<file path="src/rtl/nibble_serial_adder_ctrl.sv">
// Multi-cycle adder: adds two NIB-nibble operands through one 4-bit ripple
// slice, LSB nibble first, holding the inter-nibble carry in a register.
module nibble_serial_adder_ctrl #(
  parameter int unsigned NIB = 4
) (
  input  logic             w_clk,
  input  logic             w_rst,
  input  logic             w_start,
  input  logic [4*NIB-1:0] w_a,
  input  logic [4*NIB-1:0] w_b,
  input  logic             w_cin,
  output logic             w_busy,
  output logic             w_done,
  output logic [4*NIB-1:0] w_sum,
  output logic             w_cout,
  output logic             w_ovf
);

  localparam int unsigned IdxW = (NIB > 1) ? $clog2(NIB) : 1;
  localparam logic [IdxW-1:0] IdxLast = IdxW'(NIB - 1);

  typedef enum logic [1:0] {StIdle, StRun, StDone} state_e;

  state_e                  state_q, state_d;
  logic [IdxW-1:0]         idx_q, idx_d;
  logic                    carry_q, carry_d;
  logic [NIB-1:0][3:0]     a_q, a_d;
  logic [NIB-1:0][3:0]     b_q, b_d;
  logic [NIB-1:0][3:0]     sum_q, sum_d;
  logic                    cout_q, cout_d;
  logic                    ovf_q, ovf_d;

  logic [3:0]              slice_a, slice_b, slice_s;
  logic [4:0]              slice_c;

  // 4-bit ripple chain of full adders; carry-in comes from the carry register
  always_comb begin
    slice_a    = a_q[idx_q];
    slice_b    = b_q[idx_q];
    slice_c    = '0;
    slice_s    = '0;
    slice_c[0] = carry_q;
    for (int i = 0; i < 4; i++) begin
      slice_s[i]   = slice_a[i] ^ slice_b[i] ^ slice_c[i];
      slice_c[i+1] = (slice_a[i] & slice_b[i]) | (slice_c[i] & (slice_a[i] ^ slice_b[i]));
    end
  end

  // Next-state and datapath update selection
  always_comb begin
    state_d = state_q;
    idx_d   = idx_q;
    carry_d = carry_q;
    a_d     = a_q;
    b_d     = b_q;
    sum_d   = sum_q;
    cout_d  = cout_q;
    ovf_d   = ovf_q;
    unique case (state_q)
      StIdle: begin
        if (w_start) begin
          a_d     = w_a;
          b_d     = w_b;
          carry_d = w_cin;
          sum_d   = '0;
          cout_d  = 1'b0;
          ovf_d   = 1'b0;
          idx_d   = '0;
          state_d = StRun;
        end
      end
      StRun: begin
        sum_d[idx_q] = slice_s;
        carry_d      = slice_c[4];
        if (idx_q == IdxLast) begin
          cout_d  = slice_c[4];
          // On the top nibble, slice_a[3]/slice_b[3] are the operand sign bits
          ovf_d   = (slice_a[3] == slice_b[3]) && (slice_s[3] != slice_a[3]);
          state_d = StDone;
        end else begin
          idx_d = idx_q + IdxW'(1);
        end
      end
      StDone: state_d = StIdle;
      default: state_d = StIdle;
    endcase
  end

  // State register with synchronous active-high reset
  always_ff @(posedge w_clk) begin
    if (w_rst) begin
      state_q <= StIdle;
      idx_q   <= '0;
      carry_q <= 1'b0;
      a_q     <= '0;
      b_q     <= '0;
      sum_q   <= '0;
      cout_q  <= 1'b0;
      ovf_q   <= 1'b0;
    end else begin
      state_q <= state_d;
      idx_q   <= idx_d;
      carry_q <= carry_d;
      a_q     <= a_d;
      b_q     <= b_d;
      sum_q   <= sum_d;
      cout_q  <= cout_d;
      ovf_q   <= ovf_d;
    end
  end

  assign w_busy = (state_q != StIdle);
  assign w_done = (state_q == StDone);
  assign w_sum  = sum_q;
  assign w_cout = cout_q;
  assign w_ovf  = ovf_q;

endmodule

</file>
<file path="config.mk">
export PLATFORM = sky130hd
export DESIGN_NAME = nibble_serial_adder_ctrl
export DESIGN_NICKNAME = d
export VERILOG_FILES = /design/src/rtl/nibble_serial_adder_ctrl.sv
export SDC_FILE = /design/constraint.sdc
export NUM_CORES = 1
export LEC_CHECK = 0
export BUFFER_PORTS_ARGS = -buffer_cell sky130_fd_sc_hd__buf_2
export CELL_PAD_IN_SITES_DETAIL_PLACEMENT = 1
export CELL_PAD_IN_SITES_GLOBAL_PLACEMENT = 1
export CORE_MARGIN = 2
export CORE_UTILIZATION = 45
export CTS_BUF_LIST = sky130_fd_sc_hd__clkbuf_8
export DETAILED_ROUTE_END_ITERATION = 8
export PLACE_DENSITY = 0.95
export REMOVE_ABC_BUFFERS = 1
export SYNTH_ARGS = -nofsm -noshare
export SYNTH_HDL_FRONTEND = slang
export SYNTH_SLANG_ARGS = --single-unit
</file>
<file path="constraint.sdc">
create_clock -name w_clk -period 5.5 [get_ports w_clk]
set_input_delay 0.55 -clock w_clk [delete_from_list [all_inputs] [get_ports w_clk]]
set_output_delay 0.55 -clock w_clk [all_outputs]
set_load 0.05 [all_outputs]
</file>
==> flow_summary.json <==
{
  "status": "complete, no violations",
  "rrSetupSlack_ns": 2.17,
  "cts_tree": "yes",
  "vias_per_cell": 5.21,
  "cts_max_path_buffers": 2,
  "met2_length_um": 2910,
  "power_switching_share_pct": 25.7,
  "criticalPathCategory": "flop to flop",
  "clock.fmax_mhz": 300,
  "cts_buffers": 5,
  "htreeDepth": 2,
  "hold_violations": 0,
  "fin_util_pct": 54.8,
  "grtUsageTotal_pct": 20.2,
  "netlist_instances": 270,
  "netlist_area_um2": 2430,
  "placed_area_um2": 2720,
  "route.detailed.drc": 0,
  "reg2reg_from": "idx_q[0]$_SDFFE_PP0P_",
  "power_leakage_nw": 1.20,
  "r2r-end": "w_ovf$_SDFFE_PP0P_",
  "worstPathRequired_ns": 5.71,
  "die_x_um": 77.5,
  "grt_pass1_vias": 1990,
  "dp_hpwl_um": 4170,
  "min_from": "b_q[2]$_SDFFE_PP0P_",
  "clockPowerShare_pct": 33.6,
  "power_frac_seq_pct": 52.6,
  "start_util_pct": 47.0,
  "final_cell_mix": "70 x nand2_1, 55 x dfxtp_1, 55 x buf_2",
  "drt.antenna.violating_nets": 0,
  "worst_setup_path_end_kind": "flop",
  "tightest_slew_ns": 1.15,
  "finalCritPeriodShare_pct": 60.6,
  "via_count": 2011,
  "ys_warn_count": 0,
  "yosys.cell_types.count": 30,
  "cts_root_buf": "clkbuf_8",
  "setup_viol": 0,
  "overflow": 0,
  "wl_met1_um": 2550,
  "ctsHoldBuffers": 0,
  "dieHeight_um": 77.5,
  "dr.first_iter.drc_count": 71,
  "rsz0062_at_grt": "false",
  "drtPass1Iterations": 4,
  "slew_headroom_pct": 23.3,
  "place_congestion": 0.797,
  "top_layer": "met4",
  "drv_cap": 0,
  "antenna_found_initial": 0,
  "cts_resized": 0,
  "final_area_um2": 2830,
  "period_minus_slack_ns": 3.33,
  "power_per_cell_area_nw_per_um2": 290,
  "critPathMaxFanout": 12,
  "grt_max_degree": 52,
  "final_common_cell": "nand2_1",
  "routed_wl_um": 5750,
  "crit_path_start_kind": "flop",
  "grt_pass1_wl_um": 9690,
  "comb_power_share_pct": 13.8,
  "fin_tns_setup_ns": 0,
  "path_clk_slew_ns": 0.09,
  "slew_viol_final": 0,
  "coreArea_um2": 5170,
  "ir_worst_vdd_uv": 138,
  "p_int_mw": 0.611,
  "cp-endpoint": "w_ovf$_SDFFE_PP0P_",
  "rows": 26,
  "die_area_um2": 6010,
  "clk_latency_ns": 0.31,
  "cts_setup_buffers": 0,
  "cp.arrival_ns": 3.54,
  "avgSynthCellArea_um2": 9.01,
  "ys_ff_latch": 55,
  "io_pins": 56,
  "cp-startpoint": "idx_q[0]$_SDFFE_PP0P_",
  "drive_above_1_share_pct": 21.8,
  "ff2ff_path_depth": 9,
  "cts.sink_count": 55,
  "met3_length_um": 242,
  "wl_per_cell_um": 14.9,
  "fin_nets": 360,
  "port_buffers": 55,
  "fin_skew_ns": 0.00504,
  "area_growth_pct": 16.5,
  "ys_seq_area_share_pct": 45.3,
  "hold_ws_ns": 0.456,
  "antennaDiodeCount": 0,
  "p_sw_mw": 0.212,
  "fillers": 624,
  "hold_path.class": "flop to flop"
}
-- flip-flops by register name, summed over array words and instances, names as in the netlist --
signal and count:
a_q 16, b_q 16, carry_q 1, idx_q 2, state_q 2, w_cout 1, w_ovf 1, w_sum 16
-- worst max-delay path, stage by stage (launching register included) --
cell and delay, ns:
dfxtp_1 0.73, mux4_1 0.67, fa_1 0.40, inv_1 0.07, fa_1 0.19, fa_1 0.17
inv_1 0.05, fa_1 0.54, xor2_1 0.20, a22o_1 0.22
-- cells by family after synthesis --
family                   Yosys count  share of synthesized area, %
flip-flops                        55                          45.3
XOR/XNOR                           1                         0.360
AO/OA/AOI/OAI                     58                          12.9
multiplexers                       9                          8.95
adder cells (fa/ha/maj)            9                          5.86
buffers and inverters             28                          5.35
AND/OR/NAND/NOR                  110                          21.3
-- stage by stage --
step	instances	worst slack [ns]	total power, mW
floorplan	252	2.50	0.509
global placement	378	2.28	0.550
detailed placement	378	2.16	0.556
CTS	386	2.15	0.832
global route	386	1.97	0.861
finish	386	2.17	0.822
-- worst min path at each step --
stage	to	slack (ns)	cells after the start
after floorplan	a_q[4]$_SDFFE_PP0P_	0.43	2
after global placement	a_q[13]$_SDFFE_PP0P_	0.44	2
after detailed placement	a_q[5]$_SDFFE_PP0P_	0.45	2
after CTS	a_q[5]$_SDFFE_PP0P_	0.45	3
after global routing	a_q[3]$_SDFFE_PP0P_	0.47	3
final	b_q[2]$_SDFFE_PP0P_	0.46	2
-- layout make-up --
type	count	area, um2	share of cell area (%)
inverters	10	37.5	1.32
clock inverters	2	35.0	1.24
multi-input cells	187	1210	42.6
flip-flops and latches	55	1100	38.9
repair buffers	56	283	9.98
clock buffers	6	82.6	2.91
well taps	70	87.6	3.09
-- metal layers --
layer / vias up / global-route usage [%]
li1: 1005 / -
met1: 950 / 25.9
met2: 49 / 35.0
met3: 7 / 4.77
met4: 0 / 3.93
met5: - / 0
-- power by group through the flow --
stage	sequential (mW)	clock, mW	combinational, mW
2_1_floorplan	0.443	0	0.0662
3_3_place_gp	0.440	0	0.110
3_5_place_dp	0.442	0	0.114
4_1_cts	0.433	0.284	0.115
5_1_grt	0.436	0.298	0.128
6_report	0.432	0.276	0.113
-- synth_stat cells (all sizes together) --
library cell  count  area share (%)
nand2            70              11
dfxtp            55              45
a21oi            50              10
nand3            15             3.1
buf              10             2.6
inv              10             1.5
clkbuf            8             1.2
mux4              8             8.5
nand2b            8             2.1
ha                5             2.6
and3b             4             1.4
fa                4             3.3
a22o              3             1.1
nand3b            3            0.93
nor2              3            0.46
or3b              3             1.1
o21ai             2            0.41
o2bb2ai           2            0.72
a32oi             1            0.36
mux2              1            0.46
nand4bb           1            0.46
nor2b             1            0.26
nor3b             1            0.51
or2               1            0.26
xor2              1            0.36
Note: power is estimated with default switching activity, not from simulation.
